==> src/rtl/i2s_pkg.sv <==
// Shared definitions for the LED-panel serial link (streamer and i2s_mask receivers).
// Header layout: {num_modules_x, num_modules_y, 2'b00, row_num}, MSB first.
package i2s_pkg;

   localparam int unsigned WORD_BITS   = 16;
   localparam int unsigned MAX_MODULES = 16;
   localparam int unsigned MAX_WORDS   = MAX_MODULES * MAX_MODULES;
   localparam int unsigned WORD_CNT_W  = $clog2(MAX_WORDS + 1);
   localparam int unsigned BIT_CNT_W   = $clog2(WORD_BITS);

   localparam int unsigned HDR_X_MSB   = 15;
   localparam int unsigned HDR_X_LSB   = 12;
   localparam int unsigned HDR_Y_MSB   = 11;
   localparam int unsigned HDR_Y_LSB   = 8;
   localparam int unsigned HDR_RSV_MSB = 7;
   localparam int unsigned HDR_RSV_LSB = 6;
   localparam int unsigned HDR_ROW_MSB = 5;
   localparam int unsigned HDR_ROW_LSB = 0;
   localparam int unsigned ROW_W       = HDR_ROW_MSB - HDR_ROW_LSB + 1;

   typedef enum logic [1:0] {
      ST_IDLE   = 2'd0,
      ST_HEADER = 2'd1,
      ST_DATA   = 2'd2,
      ST_GAP    = 2'd3
   } i2s_state_t;

   function automatic logic [WORD_BITS-1:0] make_header(
      input logic [3:0]       x,
      input logic [3:0]       y,
      input logic [ROW_W-1:0] row
   );
      logic [WORD_BITS-1:0] h;
      h = '0;
      h[HDR_X_MSB:HDR_X_LSB]     = x;
      h[HDR_Y_MSB:HDR_Y_LSB]     = y;
      h[HDR_RSV_MSB:HDR_RSV_LSB] = '0;
      h[HDR_ROW_MSB:HDR_ROW_LSB] = row;
      return h;
   endfunction

   function automatic logic [WORD_CNT_W-1:0] word_count(
      input logic [3:0] x,
      input logic [3:0] y
   );
      return (WORD_CNT_W'(x) + WORD_CNT_W'(1)) * (WORD_CNT_W'(y) + WORD_CNT_W'(1));
   endfunction

endpackage

==> src/rtl/i2s_word_shifter.sv <==
// 16-bit MSB-first load/shift register; dout is the flop driving i2s_data.
// word_end is high while bit 0 of the current word is on the line.
module i2s_word_shifter
   import i2s_pkg::*;
(
   input  logic                 clk,
   input  logic                 rst_n,
   input  logic                 load,
   input  logic [WORD_BITS-1:0] load_word,
   input  logic                 shift,
   output logic                 dout,
   output logic                 word_end
);

   logic [WORD_BITS-1:0] sr;
   logic [BIT_CNT_W-1:0] bit_cnt;

   always_ff @(posedge clk or negedge rst_n) begin
      if (!rst_n) begin
         sr      <= '0;
         bit_cnt <= '0;
      end else if (load) begin
         sr      <= load_word;
         bit_cnt <= '0;
      end else if (shift) begin
         sr      <= {sr[WORD_BITS-2:0], 1'b0};
         bit_cnt <= bit_cnt + BIT_CNT_W'(1);
      end
   end

   assign dout     = sr[WORD_BITS-1];
   assign word_end = (bit_cnt == BIT_CNT_W'(WORD_BITS - 1));

endmodule

==> src/rtl/i2s_row_streamer.sv <==
// Serialises one display row (header + pixel words) onto i2s_data/i2s_clk_en.
// A one-word holding register prefetches pixels; an empty holder at a word boundary stalls the clock.
module i2s_row_streamer
   import i2s_pkg::*;
#(
   parameter int unsigned NUM_ROWS   = 8,
   parameter int unsigned GAP_CYCLES = 2
) (
   input  logic                 clk,
   input  logic                 rst_n,
   input  logic                 start,
   input  logic [3:0]           num_modules_x,
   input  logic [3:0]           num_modules_y,
   input  logic [WORD_BITS-1:0] pix_data,
   input  logic                 pix_valid,
   output logic                 pix_ready,
   output logic                 i2s_data,
   output logic                 i2s_clk_en,
   output logic                 busy,
   output logic                 row_done,
   output logic                 frame_done,
   output logic [ROW_W-1:0]     row_num,
   output logic                 underrun
);

   i2s_state_t            state;
   logic [WORD_CNT_W-1:0] word_cnt;
   logic [WORD_CNT_W-1:0] fetch_cnt;
   logic [WORD_BITS-1:0]  hold_data;
   logic                  hold_valid;
   logic [3:0]            gap_cnt;

   logic                  streaming;
   logic                  stalled;
   logic                  boundary;
   logic                  accept;
   logic                  sh_load;
   logic                  sh_shift;
   logic [WORD_BITS-1:0]  sh_word;
   logic                  sh_word_end;
   logic                  take_hold;
   logic                  take_pix;
   logic                  stall_now;
   logic                  end_row;

   assign busy      = (state != ST_IDLE);
   assign pix_ready = (state == ST_HEADER || state == ST_DATA) && !hold_valid && (fetch_cnt != '0);
   assign accept    = pix_valid && pix_ready;
   assign streaming = (state == ST_HEADER || state == ST_DATA) && i2s_clk_en;
   assign stalled   = (state == ST_DATA) && !i2s_clk_en;
   assign boundary  = streaming && sh_word_end;

   // A word accepted while the shifter is waiting for it bypasses the holder,
   // so its bit 15 goes out the very next cycle.
   always_comb begin
      sh_load   = 1'b0;
      sh_shift  = 1'b0;
      sh_word   = hold_data;
      take_hold = 1'b0;
      take_pix  = 1'b0;
      stall_now = 1'b0;
      end_row   = 1'b0;
      if (state == ST_IDLE && start) begin
         sh_load = 1'b1;
         sh_word = make_header(num_modules_x, num_modules_y, row_num);
      end else if (boundary) begin
         if (word_cnt == '0) begin
            sh_load = 1'b1;
            sh_word = '0;
            end_row = 1'b1;
         end else if (hold_valid) begin
            sh_load   = 1'b1;
            take_hold = 1'b1;
         end else if (accept) begin
            sh_load  = 1'b1;
            sh_word  = pix_data;
            take_pix = 1'b1;
         end else begin
            stall_now = 1'b1;
         end
      end else if (stalled && accept) begin
         sh_load  = 1'b1;
         sh_word  = pix_data;
         take_pix = 1'b1;
      end else if (streaming) begin
         sh_shift = 1'b1;
      end
   end

   i2s_word_shifter u_shifter (
      .clk       (clk),
      .rst_n     (rst_n),
      .load      (sh_load),
      .load_word (sh_word),
      .shift     (sh_shift),
      .dout      (i2s_data),
      .word_end  (sh_word_end)
   );

   always_ff @(posedge clk or negedge rst_n) begin
      if (!rst_n) begin
         state      <= ST_IDLE;
         word_cnt   <= '0;
         fetch_cnt  <= '0;
         hold_data  <= '0;
         hold_valid <= 1'b0;
         gap_cnt    <= '0;
         i2s_clk_en <= 1'b0;
         row_done   <= 1'b0;
         frame_done <= 1'b0;
         row_num    <= '0;
         underrun   <= 1'b0;
      end else begin
         row_done   <= 1'b0;
         frame_done <= 1'b0;

         if (accept)
            fetch_cnt <= fetch_cnt - WORD_CNT_W'(1);
         if (accept && !take_pix) begin
            hold_valid <= 1'b1;
            hold_data  <= pix_data;
         end else if (take_hold) begin
            hold_valid <= 1'b0;
         end
         if (take_hold || take_pix)
            word_cnt <= word_cnt - WORD_CNT_W'(1);

         case (state)
            ST_IDLE: begin
               if (start) begin
                  state      <= ST_HEADER;
                  i2s_clk_en <= 1'b1;
                  word_cnt   <= word_count(num_modules_x, num_modules_y);
                  fetch_cnt  <= word_count(num_modules_x, num_modules_y);
                  underrun   <= 1'b0;
               end
            end
            ST_HEADER: begin
               if (boundary) begin
                  state <= ST_DATA;
                  if (stall_now) begin
                     i2s_clk_en <= 1'b0;
                     underrun   <= 1'b1;
                  end
               end
            end
            ST_DATA: begin
               if (end_row) begin
                  state      <= ST_GAP;
                  i2s_clk_en <= 1'b0;
                  gap_cnt    <= 4'(GAP_CYCLES - 1);
               end else if (stall_now) begin
                  i2s_clk_en <= 1'b0;
                  underrun   <= 1'b1;
               end else if (take_pix) begin
                  i2s_clk_en <= 1'b1;
               end
            end
            ST_GAP: begin
               if (gap_cnt == '0) begin
                  state    <= ST_IDLE;
                  row_done <= 1'b1;
                  if (row_num == ROW_W'(NUM_ROWS - 1)) begin
                     row_num    <= '0;
                     frame_done <= 1'b1;
                  end else begin
                     row_num <= row_num + ROW_W'(1);
                  end
               end else begin
                  gap_cnt <= gap_cnt - 4'd1;
               end
            end
            default: state <= ST_IDLE;
         endcase
      end
   end

endmodule

==> config.mk <==
export PLATFORM = sky130hd
export DESIGN_NAME = i2s_row_streamer
export DESIGN_NICKNAME = d
export VERILOG_FILES = /design/src/rtl/i2s_pkg.sv /design/src/rtl/i2s_word_shifter.sv /design/src/rtl/i2s_row_streamer.sv
export SDC_FILE = /design/constraint.sdc
export NUM_CORES = 1
export LEC_CHECK = 0
export ABC_CLOCK_PERIOD_IN_PS = 2600
export BUFFER_PORTS_ARGS = -buffer_cell sky130_fd_sc_hd__buf_2
export CAP_MARGIN = 10
export CORE_ASPECT_RATIO = 1.25
export CORE_MARGIN = 1
export CORE_UTILIZATION = 51
export CTS_CLUSTER_SIZE = 25
export DETAILED_ROUTE_END_ITERATION = 7
export HOLD_SLACK_MARGIN = 0.02
export PLACE_DENSITY = 0.72
export SLEW_MARGIN = 20
export SYNTH_ARGS = -nofsm -noshare
export SYNTH_HDL_FRONTEND = slang
export SYNTH_SLANG_ARGS = --single-unit
==> constraint.sdc <==
create_clock -name clk -period 2.6 [get_ports clk]
set_input_delay 0.26 -clock clk [delete_from_list [all_inputs] [get_ports clk]]
set_output_delay 0.26 -clock clk [all_outputs]
set_load 0.03 [all_outputs]
==> impl_results.md, run 1 <==
- Status: finished, violations left
- Failing checks: setup timing
- Crit path DAT: 3400 ps
- Vias in the first global route: 3921
- Share of layout cells above drive strength 1: 30.0%
- Crit path kind: input pin to flop
- CP Launch Type: input pin
- Synth Area in Adders: 11.8%
- Post-Place Worst Slack: -1060 ps
- Worst path cell trace: buf_8, ha_4, xnor2_2, or2_4, fa_1, fa_1, fa_1, inv_2, ha_4, nor2b_4, nor3_2, o21bai_1, a21oi_1, xnor2_1, o21ai_1
- DR iter-0 viols: 161
- Register area share after synthesis: 38.3%
- Slowest-stage cell, CP: fa_1
- Setup tns final: -4380 ps
- Post-route minimum period: 3170 ps
- Clock transition at the registers of the reported paths: 80 ps
- Die Y: 109 µm
- DRC: 0
- Met2 Track Usage GR: 43.1%
- Main combinational cell family by area after synthesis: simple AND/OR/NAND/NOR gates
- FP Rows: 38
- DR pass1 iterations: 4
- Syn. warnings: 0
- Mux contribution to synthesized area: 11.4%
- Grt total ovfl: 0
- Final WS setup: -572 ps
- Post-synth EDFFs: 0
- CTS root buf: clkbuf_8
- Clock skew: 9.27 ps
- Worst r2r dst: word_cnt[7]
- Gate Count Post-Synth: 473
- Chip width: 87.3 µm
- Nets: 626
- Complex-gate fraction of the synthesized area: 13.5%
- First-pass GRT wire length: 17.8 mm
- Area growth syn-to-layout: 24.4%
- Max Slew Vio Count: 0
- ANT cells: 0
- Least-Margin Pin Slew: 724 ps
- Synth Cell Area: 0.00464 mm²
- Starting Density: 53.1%
- CP Max Fanout: 3
- Largest cells by area after synthesis: dfrtp_1 (38%), ha_1 (8.4%), mux2_2 (5.8%)
- Critical R2R Launch: state[0]
- Post-Synth Simple-Gate Area: 15.1%
- Hold endpoint: hold_data[11]
- Clock Latency Late Sink: 360 ps
- Longest Clk Path Bufs: 2
- Post-DR vias/cell: 5.49
- Worst Min Path Start: pix_data[11]
- Maximum clock rate: 315 MHz
- Post-DRT Antenna Nets: 0
- CORE AREA: 0.00875 mm²
- Largest stage delay, worst path: 530 ps
- Final Cycle Share: 122%
- Most common cell after layout, fill and taps aside: dfrtp_1
- Top FF cell, synth: dfrtp_1
- Routed len/inst: 15.5 µm
- R2R cell count: 9
- Global routing met3 resource utilization: 4.77%
- Worst Setup End Kind: flop
- Hpwl dp: 7.72 mm
- Hold Crit Class: input pin to flop
- Clk sinks: 71
- Filler cell count: 712
- Die area: 0.00949 mm²
- Slew HR: 51.7%
- Final Hold Fails: 0
- Vias: 3755
- Commonest non-fill, non-tap cells in the layout: dfrtp_1 (71), buf_4 (51), nor2_1 (46), buf_2 (35), a21oi_1 (32)
- Largest area contributor in the netlist: dfrtp_1
- R2R setup slack: 60 ps
- Yosys reg bits: 71
- Busiest layer in global routing: met2
- Yosys top cell area share: 38.3%
- Hold depth: 2
- Post-synth ARST share: 100%
- Synth cell types: 61
- Setup Viol. Count Final: 10
- Syn Nets: 540
- Total Routing Usage GR: 24.6%
- Max-capacitance violation count: 0
- Largest net degree at the start of global routing: 45
- RSZ-0062 raised after global routing: yes
- Gpl congestion: 0.914
- Leak pwr: 2.72 nW
- # IOs: 41
- Post-Synth XOR/XNOR Area: 6.04%
- CTS tree: yes
- Synth Area per Inst: 9.81 µm²
- Total power per unit cell area: 983 mW/mm²
- IO buf count: 40
- Initial antenna violation count: 0
- Total CTS buffers: 9
- Htree depth: 3
- Peak VDD IR: 0.695 mV
- DRT Wirelength: 10.6 mm
- Met1 usage: 29.7%
- Worst EP required: 2830 ps
- Crit-path most repeated cell: fa_1
metrics by stage:
stage / hold slack, ps / instance area, µm² / std cells / util [%] / power [mW]
6_report: 153 / 5770 / 684 / 66.0 / 5.68
5_1_grt: 145 / 5770 / 684 / 66.0 / 6.10
3_3_place_gp: 332 / 5360 / 660 / 61.2 / 4.38
2_1_floorplan: -35.6 / 4730 / 473 / - / 3.79
4_1_cts: 138 / 5670 / 679 / 64.8 / 5.57
3_5_place_dp: 347 / 5360 / 660 / 61.2 / 4.50
cell type report:
| type | count | area [µm²] | area share [%] |
|---|---|---|---|
| Clock inverter | 7 | 96.3 | 1.67 |
| Multi-Input combinational cell | 359 | 2870 | 49.8 |
| Clock buffer | 9 | 124 | 2.15 |
| Inverter | 25 | 93.8 | 1.63 |
| Sequential cell | 71 | 1780 | 30.8 |
| Timing Repair Buffer | 93 | 661 | 11.4 |
| Tap cell | 120 | 150 | 2.60 |
worst max path at each step:
stage | cells past startpoint | from | slack, ps | end
3_5_place_dp | 15 | num_modules_x[0] | -1060 | fetch_cnt[8]
4_1_cts | 15 | num_modules_y[1] | -580 | fetch_cnt[8]
5_1_grt | 15 | num_modules_y[0] | -700 | fetch_cnt[8]
3_3_place_gp | 15 | num_modules_x[0] | -990 | word_cnt[8]
2_1_floorplan | 14 | num_modules_x[0] | -820 | word_cnt[8]
6_report | 15 | num_modules_y[0] | -570 | fetch_cnt[8]
critical path: cells and delay by family:
kind | cells | cell delay [ps]
adders and majority gates | 5 | 1830
xor gates and xnor gates | 2 | 290
AOI/OAI and AO/OA | 3 | 360
and+or+nand+nor | 3 | 510
buffers and inverters | 2 | 140
what timing repair did:
action                                 4_1_cts  5_1_grt
setup endpoints to repair                   28       46
pin swaps                                   16       12
hold buffers                                 1        0
endpoints found under the hold margin       27        0
buffers inserted                             2        5
resized for setup                           16       14
power by group:
part / total [mW] / switching [mW] / internal, mW
combinational: 2.74 / 1.41 / 1.33
clock: 0.991 / 0.448 / 0.543
sequential: 1.94 / 0.373 / 1.57
per-layer routing:
layer	vias to the layer above	part of all wire [%]
met5	-	0
met4	0	2.5
met3	23	3.3
met2	81	51
met1	1805	43
li1	1846	-
sequential cells by signal, indices dropped and copies added (netlist names), 2 cells and up:
register / cells
fetch_cnt: 9
u_shifter.bit_cnt: 4
row_num: 6
word_cnt: 9
state: 2
u_shifter.sr: 16
gap_cnt: 4
hold_data: 16
logic make-up (layout without fill, tap and decap cells):
| kind of cell | count (synthesis) | count (layout) |
|---|---|---|
| buffers and inverters | 43 | 134 |
| XOR/XNOR | 32 | 32 |
| flip-flops | 71 | 71 |
| AO/OA/AOI/OAI | 96 | 96 |
| AND/OR/NAND/NOR | 142 | 142 |
| adder cells (fa/ha/maj) | 39 | 39 |
| multiplexers | 50 | 50 |
cell usage after synthesis, drive strengths merged, types with 8 or more instances:
cell / n
dfrtp: 71
nor2: 49
a21oi: 35
ha: 31
o21ai: 30
mux2i: 26
inv: 25
nand2: 25
mux2: 24
xnor2: 22
nor3: 18
clkbuf: 13
nand3: 13
xor2: 10
fa: 8
Power figures use the tool's default switching activity.
==> run 2: changes to the inputs <==
--- a/config.mk
+++ b/config.mk
@@ -8,13 +8,16 @@
 export ABC_CLOCK_PERIOD_IN_PS = 2600
 export BUFFER_PORTS_ARGS = -buffer_cell sky130_fd_sc_hd__buf_2
 export CAP_MARGIN = 10
+export CELL_PAD_IN_SITES_DETAIL_PLACEMENT = 1
+export CELL_PAD_IN_SITES_GLOBAL_PLACEMENT = 1
 export CORE_ASPECT_RATIO = 1.25
 export CORE_MARGIN = 1
-export CORE_UTILIZATION = 51
+export CORE_UTILIZATION = 43
 export CTS_CLUSTER_SIZE = 25
 export DETAILED_ROUTE_END_ITERATION = 7
 export HOLD_SLACK_MARGIN = 0.02
-export PLACE_DENSITY = 0.72
+export PLACE_DENSITY = 0.76
+export REMOVE_ABC_BUFFERS = 1
 export SLEW_MARGIN = 20
 export SYNTH_ARGS = -nofsm -noshare
 export SYNTH_HDL_FRONTEND = slang
==> run 2 against run 1 <==
Effect of this change:
- the flow still finishes with violations (setup timing)
- design area up 3.4%
- clock power up 28%
- final cell count up 2.6%
- register-to-register slack worse by 160 ps
- clock-buffer cell count unchanged
- highest routed layer unchanged
==> impl_results.md, run 2 (same netlist as run 1, synthesis figures left out) <==
- Hold endpoint: hold_data[11]
- Worst r2r dst: word_cnt[7]
- Commonest non-fill, non-tap cells in the layout: dfrtp_1 (71), buf_4 (53), nor2_1 (46), buf_2 (35), a21oi_1 (31)
- Hpwl dp: 9.64 mm (+25%)
- DR pass1 iterations: 4 (unchanged)
- Maximum clock rate: 309 MHz (-2.1%)
- Total Routing Usage GR: 26.7% (+2.1 points)
- Hold depth: 2 (unchanged)
- Post-DR vias/cell: 5.67 (+3.4%)
- R2R setup slack: -100 ps (-160 ps)
- Hold Crit Class: input pin to flop
- Final Cycle Share: 125% (+2.6 points)
- Htree depth: 3 (unchanged)
- Largest net degree at the start of global routing: 35 (-22%)
- Max-capacitance violation count: 0 (unchanged)
- Post-Place Worst Slack: -1400 ps (-334 ps)
- # IOs: 41 (unchanged)
- Final Hold Fails: 0 (unchanged)
- DR iter-0 viols: 149 (-7.5%)
- Critical path buffers and inverters: 2 (unchanged)
- Clock transition at the registers of the reported paths: 60 ps (-20 ps)
- Worst path cell trace: buf_8, ha_4, xnor2_2, or2_4, fa_1, fa_1, fa_1, inv_2, ha_4, nor2b_4, nor3_2, o21bai_1, a21oi_2, xnor2_2, mux2i_1
- ANT cells: 0 (unchanged)
- Clock Latency Late Sink: 350 ps (about the same)
- R2R cell count: 9 (unchanged)
- Vias in the first global route: 4535 (+16%)
- Leak pwr: 2.81 nW (+3.1%)
- Crit path kind: input pin to flop
- Die Y: 118 µm (+8.7%)
- Largest stage delay, worst path: 540 ps (about the same)
- Die area: 0.0112 mm² (+18%)
- Routed len/inst: 20.2 µm (+30%)
- Critical R2R Launch: state[1]
- Failing checks: setup timing
- IO buf count: 40 (unchanged)
- Initial antenna violation count: 0 (unchanged)
- Starting Density: 43.9% (-9.1 points)
- DRT Wirelength: 14.2 mm (+34%)
- Filler cell count: 1184 (+66%)
- Grt total ovfl: 0 (unchanged)
- Chip width: 94.9 µm (+8.7%)
- FP Rows: 42 (+11%)
- DRC: 0 (unchanged)
- Slew HR: 55.5% (+3.7 points)
- CORE AREA: 0.0106 mm² (+21%)
- Least-Margin Pin Slew: 668 ps (-56.1 ps)
- Min Hold Slack: 154 ps (+0.899 ps)
- Nets: 632 (+0.96%)
- Crit. Startpoint: num_modules_x[0]
- Most common cell after layout, fill and taps aside: dfrtp_1
- RSZ-0062 raised after global routing: yes
- Total CTS buffers: 9 (unchanged)
- Crit-path most repeated cell: fa_1
- Longest Clk Path Bufs: 2 (unchanged)
- Final WS setup: -640 ps (-67.8 ps)
- CP Launch Type: input pin
- Setup Viol. Count Final: 12 (+2)
- Top flop regs: hold_data (16), u_shifter.sr (16)
- Status: finished, violations left
- Layout Utilization: 56.5% (-9.5 points)
- Clock skew: 5.53 ps (-3.74 ps)
- Worst path top cell family by delay: adder cells
- First-pass GRT wire length: 22.8 mm (+28%)
- Gpl congestion: 0.785 (-14%)
- Vias: 3983 (+6.1%)
- Peak VDD IR: 0.428 mV (-38%)
- Slowest-stage cell, CP: fa_1
- Worst Setup End Kind: flop
- Share of layout cells above drive strength 1: 32.3% (+2.3 points)
- Placed cell area: 0.00532 mm² (-0.72%)
- Power Total: 6.22 mW (+9.5%)
- Crit path DAT: 3470 ps (+70 ps)
- Design area: 0.00597 mm² (+3.4%)
- Area growth syn-to-layout: 28.6%
- CP Max Fanout: 2 (-1)
- Post-DRT Antenna Nets: 0 (unchanged)
- Post-route minimum period: 3240 ps (+67.8 ps)
- Max Slew Vio Count: 0 (unchanged)
- Worst EP required: 2830 ps (about the same)
- Clk sinks: 71 (unchanged)
- CTS tree: yes
- Worst Min Path Start: pix_data[11]
- CTS root buf: clkbuf_16
- Total power per unit cell area: 1040 mW/mm² (+5.9%)
-- run 2: cell count changes in the layout (fill, tap and decap cells not counted), moves of 2 or more --
cell       delta
o21ai_1       +2
buf_4         +2
clkinv_4      -2
clkbuf_16     +9
o21ai_0       -2
xnor2_2       +2
clkbuf_8      -9
-- run 2: metrics by stage --
| step | cells | setup TNS [ps] |
|---|---|---|
| after floorplan | 455 | -12250 |
| after global placement | 676 | -12560 |
| after detailed placement | 676 | -13820 |
| after CTS | 699 | -5310 |
| after global routing | 702 | -6750 |
| final | 702 | -5410 |
-- run 2: worst max path at each step --
stage,endpoint,cells after the start
after CTS,word_cnt[8],15
after detailed placement,word_cnt[8],15
after floorplan,fetch_cnt[8],14
after global placement,fetch_cnt[8],15
final,word_cnt[8],15
after global routing,word_cnt[8],16
-- run 2: layout make-up --
type | count | area [µm²] | area share (%)
Clock buffer | 9 | 225 | 3.77
Clock inverter | 7 | 70.1 | 1.17
Inverter | 25 | 93.8 | 1.57
Multi-Input combinational cell | 359 | 2910 | 48.7
Sequential cell | 71 | 1780 | 29.8
Tap cell | 132 | 165 | 2.77
Timing Repair Buffer | 99 | 729 | 12.2
-- run 2: metal layers --
metal  global-route usage, %  share of wire [%]  up-vias
met5                       0                  0        -
met4                    10.6                2.6        0
met3                    4.05                2.3       26
met2                    49.2                 56       72
met1                    30.0                 39     2032
li1                        -                  -     1853
-- run 2: timing repair --
| item | 4_1_cts | 5_1_grt |
|---|---|---|
| setup buffers | 6 | 3 |
| gates resized for setup | 37 | 24 |
| hold endpoints to repair | 25 | 0 |
| hold buffers | 1 | 0 |
| pin swaps | 27 | 13 |
| endpoints found under the setup margin | 33 | 37 |
-- run 2: report_power, final --
group / total, mW / switching (mW) / internal [mW] / leakage [nW]
Sequential: 1.98 / 0.402 / 1.57 / 0.881
Clock: 1.27 / 0.524 / 0.744 / 0.146
Combinational: 2.97 / 1.59 / 1.38 / 1.78
Total: 6.22 / 2.52 / 3.69 / 2.81
==> run 3: changes to the inputs <==
--- a/config.mk
+++ b/config.mk
@@ -16,7 +16,7 @@
 export CTS_CLUSTER_SIZE = 25
 export DETAILED_ROUTE_END_ITERATION = 7
 export HOLD_SLACK_MARGIN = 0.02
-export PLACE_DENSITY = 0.76
+export PLACE_DENSITY = 0.88
 export REMOVE_ABC_BUFFERS = 1
 export SLEW_MARGIN = 20
 export SYNTH_ARGS = -nofsm -noshare
==> run 3 against run 2 <==
Effect of this change:
- the run still ends with setup timing left
- sequential cell count unchanged
- global-route usage is 4.0 points higher
- sequential share of layout area is 0.86 points lower
- critical path depth unchanged
- setup slack worse by 250 ps
- combinational power grew 12%
- clock power rose by 9%
- largest power group unchanged
- highest routed layer unchanged
==> impl_results.md, run 3 (same netlist as run 1, synthesis figures left out) <==
- Status: finished, violations left
- Failing checks: setup timing
- Routed len/inst: 25.7 µm (+27%)
- Layout Utilization: 58.2% (+1.7 points)
- Clock skew: 9.72 ps (+4.19 ps)
- Worst Setup End Kind: flop
- Crit path to: fetch_cnt[7]
- Post-Place Worst Slack: -1490 ps (-89.7 ps)
- DR iter-0 viols: 348 (+130%)
- Clock power frac: 20.6% (+0.2 points)
- Leak pwr: 2.85 nW (+1.5%)
- Crit. Startpoint: num_modules_y[1]
- Slew HR: 52.8% (-2.7 points)
- CTS root buf: clkbuf_16
- Max-capacitance violation count: 0 (unchanged)
- Combinational Power Share: 49.2% (+1.4 points)
- Worst path cell trace: buf_8, ha_4, xnor2_4, or2_4, fa_2, fa_1, fa_1, inv_2, ha_4, buf_6, a21oi_4, o21ai_2, xor2_1, nor2_1, nor3b_1
- IO buf count: 40 (unchanged)
- Crit path DAT: 3740 ps (+270 ps)
- Crit path kind: input pin to flop
- Largest net degree at the start of global routing: 72 (+110%)
- CTS tree: yes
- CP Max Fanout: 2 (unchanged)
- Post-DR vias/cell: 6.18 (+8.9%)
- Hpwl dp: 9.65 mm (+0.15%)
- Critical R2R Launch: state[0]
- First-pass GRT wire length: 25.8 mm (+13%)
- # IOs: 41 (unchanged)
- Die Y: 118 µm (unchanged)
- Longest Clk Path Bufs: 2 (unchanged)
- Peak VDD IR: 0.523 mV (+22%)
- Die area: 0.0112 mm² (unchanged)
- Worst Min Path Start: pix_data[1]
- R2R cell count: 10 (+1)
- Total power per unit cell area: 1100 mW/mm² (+6.0%)
- Switching Share: 42.9% (+2.3 points)
- Area growth syn-to-layout: 32.4%
- Post-route minimum period: 3490 ps (+249 ps)
- Internal: 3.87 mW (+4.9%)
- Final Hold Fails: 0 (unchanged)
- Slowest-stage cell, CP: fa_2
- Nets: 634 (+0.32%)
- Share of layout cells above drive strength 1: 35.0% (+2.7 points)
- CORE AREA: 0.0106 mm² (unchanged)
- Vias in the first global route: 4827 (+6.4%)
- Sw Pwr: 2.91 mW (+15%)
- FP Rows: 42 (unchanged)
- Worst EP required: 2860 ps (+30 ps)
- Max Slew Vio Count: 0 (unchanged)
- Starting Density: 43.9% (unchanged)
- Total CTS buffers: 9 (unchanged)
- RSZ-0062 raised after global routing: yes
- Worst r2r dst: fetch_cnt[7]
- DRT Wirelength: 18.1 mm (+27%)
- Clock transition at the registers of the reported paths: 60 ps (about the same)
- Total Routing Usage GR: 30.8% (+4.0 points)
- Initial antenna violation count: 0 (unchanged)
- Clock Latency Late Sink: 340 ps (about the same)
- Htree depth: 3 (unchanged)
- Gpl congestion: 0.855 (+8.9%)
- Share of power burned in registers: 30.2% (-1.6 points)
- DRC: 0 (unchanged)
- Power Total: 6.78 mW (+9.1%)
- Setup Viol. Count Final: 19 (+7)
- Vias: 4351 (+9.2%)
- Top flop regs: hold_data (16), u_shifter.sr (16)
- Maximum clock rate: 287 MHz (-7.1%)
- Commonest non-fill, non-tap cells in the layout: dfrtp_1 (71), buf_4 (48), nor2_1 (42), buf_2 (35), a21oi_1 (28)
- Post-DRT Antenna Nets: 0 (unchanged)
- CP Launch Type: input pin
- Hold Crit Class: input pin to flop
- ANT cells: 0 (unchanged)
- Clk sinks: 71 (unchanged)
- Most common cell after layout, fill and taps aside: dfrtp_1
- Grt total ovfl: 0 (unchanged)
- Final Cycle Share: 134% (+9.6 points)
- DR pass1 iterations: 4 (unchanged)
- R2R setup slack: -190 ps (-90 ps)
- Chip width: 94.9 µm (unchanged)
- Min Hold Slack: 165 ps (+11.2 ps)
- Largest stage delay, worst path: 570 ps (+30 ps)
- Final WS setup: -889 ps (-249 ps)
- Least-Margin Pin Slew: 690 ps (+22.0 ps)
[run 3: cell types whose count changed in the layout (fill, tap and decap cells not counted), moves of 3 or more]
cell and change:
buf_4 -5, nor2_1 -4, buf_6 +8, clkinv_2 -3, a21oi_2 +3, a21oi_1 -3
[run 3: stage by stage]
stage	instance area, µm²	cells	TNS [ps]
6_report	6150	704	-8430
5_1_grt	6150	704	-9590
4_1_cts	5930	697	-6920
3_5_place_dp	5290	673	-15350
3_3_place_gp	5290	673	-12310
2_1_floorplan	4560	455	-12250
[run 3: power by group through the flow]
| stage | Clock [mW] | Combinational [mW] | Sequential (mW) |
|---|---|---|---|
| 6_report | 1.39 | 3.34 | 2.05 |
| 5_1_grt | 1.45 | 3.55 | 2.08 |
| 4_1_cts | 1.39 | 2.95 | 1.99 |
| 3_5_place_dp | 0 | 2.65 | 1.97 |
| 3_3_place_gp | 0 | 2.46 | 1.92 |
| 2_1_floorplan | 0 | 1.79 | 1.93 |
[run 3: critical path: cells and delay by family]
family | cells | cell delay (ps)
compound gates | 2 | 270
xor+xnor | 2 | 380
fa+ha+maj | 5 | 1990
buf+inv | 3 | 280
simple gates | 3 | 560
[run 3: how the worst min path moves through the flow]
stage | to | slack, ps | cells after the start
after floorplan | fetch_cnt[0] | -40 | 0
after global placement | frame_done | 310 | 2
after detailed placement | row_num[3] | 320 | 2
after CTS | hold_data[10] | 160 | 2
after global routing | hold_data[15] | 170 | 2
final | hold_data[1] | 170 | 2
[run 3: layout make-up]
cell class,count,area (µm²)
well taps,132,165
flip-flops and latches,71,1780
repair buffers,100,754
fillers,1123,4420
clock inverters,7,103
inverters,25,93.8
clock buffers,9,225
multi-input cells,360,3030
[run 3: routing by layer]
layer / vias to the layer above / global-route usage [%] / wire [µm]
li1: 1866 / - / -
met1: 2195 / 32.5 / 6270
met2: 192 / 54.8 / 9750
met3: 98 / 5.60 / 716
met4: 0 / 19.4 / 1340
met5: - / 0 / 0
[run 3: what timing repair did]
| action | 4_1_cts | 5_1_grt |
|---|---|---|
| endpoints found under the setup margin | 35 | 47 |
| endpoints found under the hold margin | 71 | 0 |
| hold buffers | 1 | 0 |
| setup buffers | 6 | 10 |
| pin swaps | 25 | 34 |
| gates cloned | 1 | 0 |
| resized for setup | 51 | 40 |
